### src/rtl/sigdel_channel_scheduler.sv
// Time-multiplexed first-order sigma-delta modulator: one shared integrator and
// comparator serve NUM_CHANNELS channels in round-robin, one channel per clock.
`timescale 1ns/1ps

module sigdel_channel_scheduler #(
  parameter int NUM_CHANNELS         = 10,
  parameter int CH_IDX_W             = 4,
  parameter int INPUT_BITWIDTH       = 24,
  parameter int ACCUMULATOR_BITWIDTH = 28
) (
  input  logic                      clock,
  input  logic                      reset,
  input  logic                      enable,
  input  logic                      clear_all,
  input  logic                      wr_en,
  input  logic [CH_IDX_W-1:0]       wr_channel,
  input  logic [INPUT_BITWIDTH-1:0] wr_data,
  output logic                      bit_out,
  output logic [CH_IDX_W-1:0]       bit_channel,
  output logic                      bit_valid,
  output logic [NUM_CHANNELS-1:0]   bits_parallel,
  output logic                      frame_strobe,
  output logic                      wr_error
);

  localparam int IW = INPUT_BITWIDTH;
  localparam int AW = ACCUMULATOR_BITWIDTH;

  // Feedback levels are the input full-scale values sign-extended into the integrator.
  localparam logic [AW-1:0] FULL_POS = {{(AW-IW+1){1'b0}}, {(IW-1){1'b1}}};
  localparam logic [AW-1:0] FULL_NEG = {{(AW-IW+1){1'b1}}, {(IW-1){1'b0}}};

  localparam logic [CH_IDX_W-1:0] LAST_SLOT = CH_IDX_W'(NUM_CHANNELS - 1);
  localparam logic [CH_IDX_W:0]   NUM_CH_W  = (CH_IDX_W + 1)'(NUM_CHANNELS);

  logic [CH_IDX_W-1:0]     slot_q;
  logic [CH_IDX_W-1:0]     slot_d;
  logic [IW-1:0]           sample_q [NUM_CHANNELS];
  logic [AW-1:0]           acc_q    [NUM_CHANNELS];
  logic [AW-1:0]           acc_d;
  logic                    bitOut_q;
  logic [CH_IDX_W-1:0]     bitChannel_q;
  logic                    bitValid_q;
  logic [NUM_CHANNELS-1:0] bitsParallel_q;
  logic                    frameStrobe_q;
  logic                    wrError_q;

  logic [AW-1:0] accCur;
  logic [IW-1:0] sampleCur;
  logic [AW-1:0] sampleExt;
  logic [AW-1:0] feedback;
  logic          comp;
  logic          lastSlot;
  logic          wrInRange;

  // Shared datapath: select the active channel's context and compute its next integrator value.
  always_comb begin
    accCur    = '0;
    sampleCur = '0;
    for (int c = 0; c < NUM_CHANNELS; c++) begin
      if (slot_q == CH_IDX_W'(c)) begin
        accCur    = acc_q[c];
        sampleCur = sample_q[c];
      end
    end
    comp      = ~accCur[AW-1];
    feedback  = comp ? FULL_POS : FULL_NEG;
    sampleExt = {{(AW-IW){sampleCur[IW-1]}}, sampleCur};
    acc_d     = accCur + sampleExt - feedback;
    lastSlot  = (slot_q == LAST_SLOT);
    slot_d    = lastSlot ? '0 : slot_q + CH_IDX_W'(1);
    wrInRange = ({1'b0, wr_channel} < NUM_CH_W);
  end

  always_ff @(posedge clock or negedge reset) begin
    if (!reset) begin
      slot_q         <= '0;
      bitOut_q       <= 1'b0;
      bitChannel_q   <= '0;
      bitValid_q     <= 1'b0;
      bitsParallel_q <= '0;
      frameStrobe_q  <= 1'b0;
      wrError_q      <= 1'b0;
      for (int c = 0; c < NUM_CHANNELS; c++) begin
        acc_q[c]    <= '0;
        sample_q[c] <= '0;
      end
    end else begin
      if (clear_all) begin
        slot_q        <= '0;
        bitValid_q    <= 1'b0;
        frameStrobe_q <= 1'b0;
        for (int c = 0; c < NUM_CHANNELS; c++) begin
          acc_q[c] <= '0;
        end
      end else if (enable) begin
        for (int c = 0; c < NUM_CHANNELS; c++) begin
          if (slot_q == CH_IDX_W'(c)) begin
            acc_q[c]          <= acc_d;
            bitsParallel_q[c] <= comp;
          end
        end
        bitOut_q      <= comp;
        bitChannel_q  <= slot_q;
        bitValid_q    <= 1'b1;
        frameStrobe_q <= lastSlot;
        slot_q        <= slot_d;
      end else begin
        bitValid_q    <= 1'b0;
        frameStrobe_q <= 1'b0;
      end

      // The step above reads the old sample, so a same-cycle write lands on the next visit.
      if (wr_en) begin
        if (wrInRange) begin
          for (int c = 0; c < NUM_CHANNELS; c++) begin
            if (wr_channel == CH_IDX_W'(c)) begin
              sample_q[c] <= wr_data;
            end
          end
        end else begin
          wrError_q <= 1'b1;
        end
      end
    end
  end

  assign bit_out       = bitOut_q;
  assign bit_channel   = bitChannel_q;
  assign bit_valid     = bitValid_q;
  assign bits_parallel = bitsParallel_q;
  assign frame_strobe  = frameStrobe_q;
  assign wr_error      = wrError_q;

endmodule

### config.mk
export PLATFORM = sky130hd
export DESIGN_NAME = sigdel_channel_scheduler
export DESIGN_NICKNAME = d
export VERILOG_FILES = /design/src/rtl/sigdel_channel_scheduler.sv
export SDC_FILE = /design/constraint.sdc
export NUM_CORES = 1
export LEC_CHECK = 0
export ABC_CLOCK_PERIOD_IN_PS = 8820
export CORE_MARGIN = 4
export CORE_UTILIZATION = 55
export DETAILED_ROUTE_END_ITERATION = 12
export MAX_ROUTING_LAYER = met4
export PLACE_DENSITY_LB_ADDON = 0.05
export RECOVER_POWER = 50
export SKIP_LAST_GASP = 1
export SYNTH_ARGS = -nofsm -noshare
export SYNTH_HDL_FRONTEND = slang
export SYNTH_SLANG_ARGS = --single-unit
### constraint.sdc
create_clock -name clock -period 8.82 [get_ports clock]
set_input_delay 1.764 -clock clock [delete_from_list [all_inputs] [get_ports clock]]
set_output_delay 1.764 -clock clock [all_outputs]
set_load 0.01 [all_outputs]
Word level (Yosys, flattened, before mapping):

Cells that the tools add are included.

* register bits after elaboration: 542
* bits of input ports: 33
* output and inout port bits: 18
* word-level logic and storage cells: 146

* $add $sub $neg: 3
* order comparisons: 1
* equal/unequal tests: 18
* mux-type cells: 40
* bitwise logic cells: 3
* reductions and logical operators: 45

Operators by type and width (number)
* $mux W28: 21
* $mux W280: 2
* $mux W24: 10
* $reduce_and A3 Y1: 20
* $eq A4 B3 Y1 const B: 8
* $add A28 B28 Y28: 1
* $sub A28 B28 Y28: 1
* $reduce_and A2 Y1: 12
* $reduce_bool A2 Y1: 11
* $eq A4 B2 Y1 const B: 4
* $eq A4 B4 Y1 const B: 4
* $mux W4: 3
* $eq A4 B1 Y1 const B: 2
* $logic_not A4 Y1: 2
* $add A4 B1 Y4 const B: 1
* $lt A4 B4 Y1 const B: 1
* $mux W1: 4
* $not A1 Y1: 3

Logic depth before layout (Yosys ltp):

* word-level depth: 16
* mapped depth: 21
* mapped depth without buffers: 18

Worst setup path after synthesis:

No wires, ideal clock.

* path type: reg2reg
* start: register slot_q[1]
* end: register acc_q[109] in the netlist's numbering
* setup time: 0.153 ns
* data arrival time: 7.055 ns
* data required time: 8.667 ns
* path slack: 1.612 ns
* stages on the path, launching flop included: 20
* path buffers: 2
* clock period less this slack: 7.208 ns
* cell sequence: dfrtp_1 buf_2 nand2b_1 clkbuf_1 nor3_1 a22o_1 a221oi_1 nand3_1 a221oi_1 fa_1 inv_1 ha_1 a21o_1 a211o_1 o22a_1 o211ai_1 o21bai_1 o21ai_1 mux2i_1 o221ai_1

* word-level cells in the longest chain between the ends: 16
* elaborated cells on any way between the ends: 38
* those cells by class: 2 x add/sub; 9 x eq/ne; 24 x mux; 3 x reduce/logical

Ends and longest elaborated chain
* start: declaration: line 36 `logic [CH_IDX_W-1:0] slot_q;`
* start signal: assignment: line 107 `slot_q <= slot_d;`
* $logic_not A4 Y1: line 61 `if (slot_q == CH_IDX_W'(c)) begin`
* $mux W28 or $mux W24 (tied branches) (10 in a row): line 61
* $add A28 B28 Y28 or $mux W28 (tied branches): line 69, 67
* $sub A28 B28 Y28: line 69 `acc_d = accCur + sampleExt - feedback;`
* $mux W28: line 98 `if (slot_q == CH_IDX_W'(c)) begin`
* $mux W280: line 96 `end else if (enable) begin`
* $mux W280: line 89 `if (clear_all) begin`
* end signal: indexed assignment: line 85 `acc_q[c] <= '0;`
* end signal: indexed assignment: line 94 `acc_q[c] <= '0;`
* end signal: indexed assignment: line 99 `acc_q[c] <= acc_d;`
* end: declaration: line 39 `logic [AW-1:0] acc_q [NUM_CHANNELS];`

Parallel ways exist; a longest one is shown, timed or not. The select of a mux whose other input is x is not followed.
A chain may end at the register's enable or synchronous reset.

Worst setup path after layout:

* start: input port clear_all
* end: register acc_q[208] in the netlist's numbering

* word-level cells in the longest chain between the ends: 2
* elaborated cells on any way between the ends: 4
* those cells by class: 1 x mux; 3 x reduce/logical

Ends and longest elaborated chain
* start: declaration: line 14 `input logic clear_all,`
* $reduce_bool A2 Y1 (no source line)
* $reduce_and A2 Y1 (no source line)

Parallel ways exist; a longest one is shown, timed or not.

==> flow_summary.toml <==
[synth]
async_reset_ff_share_pct = 100.0
ys_types = 66
seq_area_frac_synth_pct = 54.02
synth_ff_type = "dfrtp_1"
syn_area_sq_um = 25110
syn_avg_cell_area_sq_um = 11.36
synth-seq-cells = 542
synth_edf_count = 0
synth_nets = 2298
yosys_warnings = 0
syn_inst = 2210

[timing]
tightest_slew_ps = 5306
rsz0062_at_grt = "false"
min_period_ps = 6678
slew_viol_final = 264
finalCritPeriodShare_pct = 75.72
maxSlewHeadroom_pct = -253.7
fmax_mhz = 149.7
finalSetupViolCount = 0
hold_violations = 0
fin_skew_ps = 25.20
fin_setup_tns_ps = 0

[setup_path]
worstPathMaxFanout = 57
startpoint_type = "input pin"
timing.rr.start = "slot_q[1]"
crit_top_cell = "clkbuf_1"
arrival_ps = 7210
path_class = "in -> reg"
crit_family = "buffers and inverters"
crit_path_top_delay_cell = "clkbuf_1"
regToRegSetupSlack_ps = 2410
cp-end-kind = "flop"
r2r_cells = 19
slowest_delay_ps = 2370
regToRegEndpoint = "acc_q[249]"
worstPathCellList = "clkbuf_1 -> clkbuf_1 -> a21oi_4 -> buf_4 -> nor2_1 -> a22o_1"
crit_required_ps = 9350
path_buf_inv = 3

[cts]
h-tree-depth = 2
clk_latency_ps = 620
clockBufferDepth = 3
clkTransAtPathRegs_ps = 60
cts_tree = "done"
cts_resized = 0
numCtsBuffers = 57
ctsHoldBuffers = 0
post_cts_buffers = 0
clk_root_buffer_cell = "clkbuf_16"
cts_sinks = 542

[layout]
nFillCells = 3737
drive_gt1_share_pct = 19.89
instances_no_fill = 2843
final_cell_mix = "542 x dfrtp_1, 276 x nand2_1, 267 x mux2_2"
layout.area.seq_sq_um = 13560
multi_input_area_sq_um = 10880
area_delta_synth_final_pct = 12.15
final_nets = 2283
final_common_cell = "dfrtp_1"
fin_util_pct = 62.19

[route]
via_per_inst = 6.374
dr.pass1.iters = 8
drtIter0Drc = 1598
antenna_left = 0
drt-total-wl_microns = 70570
drcViolationCount = 0
wl_per_cell_microns = 24.82
via_count = 18120

[grt]
grt_pass1_vias = 18290
overflow = 0
antenna_found_initial = 1
use_met1_pct = 41.15
grt_use_met2_pct = 44.94
grt_pass1_wl_microns = 109900
top_usage_layer = "met2"
grt_max_degree = 197
grtUsageTotal_pct = 29.42
use_met3_pct = 4.766

[power_and_ir_drop]
ir_worst_vdd_mv = 0.2014
p_sw_share_pct = 36.17
total_power_mw = 8.953
clockPowerShare_pct = 26.9
p_leak_nw = 12.46
pwr-share-seq_pct = 38.7
power_density_nw_per_um2 = 317.9
p_comb_share_pct = 34.4
p_sw_mw = 3.238
p_int_mw = 5.714

[die]
rows = 78
die_area_sq_um = 49140
start_util_pct = 55.45
die_w_microns = 221.7
die_h_microns = 221.7
io_pins = 51
core_area_sq_um = 45280

[min_path]
min_to = "wr_error"
holdPathStages = 1
hold_path_startpoint = "wr_error"
hold_path_class = "reg -> reg"

[place]
port_buffers = 50
post-dp-hpwl_microns = 42590
place.gp.congestion = 0.9046
dpl.cell_count = 2736

[status]
outcome = "finished, violations left"
violations = "max-capacitance violations, max-slew violations"

[run]
drv_cap = 6
==> worst max path at each step <==
stage,startpoint,to,slack (ps),depth (start not counted)
final,clear_all,acc_q[208],2140,6
after global routing,reset,acc_q[192],1670,1
after CTS,slot_q[1],acc_q[249],2460,19
after detailed placement,slot_q[0],acc_q[110],2520,19
after global placement,slot_q[0],acc_q[166],2660,19
after floorplan,slot_q[1],acc_q[109],1610,19
==> power groups by stage <==
stage	sequential, mW	combinational, mW	clock [mW]
finish	3.47	3.08	2.40
detailed placement	3.50	3.06	0
CTS	3.46	3.07	2.45
global route	3.53	3.41	2.56
global placement	3.48	2.98	0
floorplan	3.40	2.22	0
==> final cells by class <==
type                    count  share of cell area (%)
inverters                  59                  0.7865
clock inverters            21                  0.6398
diodes                      1                0.008887
multi-input cells        1438                   38.65
clock buffers              85                   6.078
well taps                 600                   2.666
flip-flops and latches    542                   48.16
repair buffers             97                   3.004
==> flip-flops by register name (all words and copies together), names as in the netlist <==
name	cells
sample_q	240
bit_channel	4
bit_valid	1
slot_q	4
bits_parallel	10
bit_out	1
frame_strobe	1
wr_error	1
acc_q	280
==> cell families after synthesis <==
kind of cell / count (synthesis) / share of synthesized area, %
simple gates: 465 / 8.182
flops: 542 / 54.02
buf+inv: 230 / 3.463
xor+xnor: 23 / 0.8621
compound gates: 619 / 17.55
fa+ha+maj: 55 / 3.548
mux: 276 / 12.38
==> routing by layer <==
| layer | up-vias | part of all wire [%] |
|---|---|---|
| li1 | 8070 | - |
| met2 | 627 | 46 |
| met1 | 9260 | 44 |
| met4 | 0 | 3.2 |
| met3 | 163 | 7.0 |
| met5 | - | 0 |
==> per-stage QoR <==
step	instance area [sq um]	setup WS [ps]	hold slack, ps
global route	28160	1669	498.0
finish	28160	2142	469.1
global placement	26300	2662	454.5
floorplan	25110	1612	444.7
detailed placement	26300	2523	451.5
CTS	28190	2459	475.2
==> Yosys cell counts, types with 3 or more instances <==
library cell,count,area [sq um]
dfrtp_1,542,13560
nand2_1,276,1036
mux2_2,267,3007
o21ai_0,170,850.8
clkbuf_1,130,488.0
a22o_1,119,1042
a22oi_1,97,728.2
a221oi_1,74,648.1
a21oi_1,59,295.3
inv_1,57,214.0
nor2_1,51,191.4
nand3_1,43,215.2
and3_1,38,237.7
buf_1,36,135.1
o31ai_1,35,262.8
ha_1,28,350.3
fa_1,27,540.5
xnor2_1,14,122.6
nand4_1,13,81.33
a21o_1,11,82.58
a222oi_1,10,100.1
nor3_1,10,50.05
a31oi_1,8,50.05
mux2i_1,8,80.08
o221ai_1,8,70.07
xor2_1,7,61.31
nand2b_1,6,37.54
nand3b_1,6,45.04
buf_2,5,25.02
nor2b_1,4,25.02
or2_2,4,25.02
a211oi_1,3,22.52
and2_1,3,18.77
(Power assumes the default switching activity.)
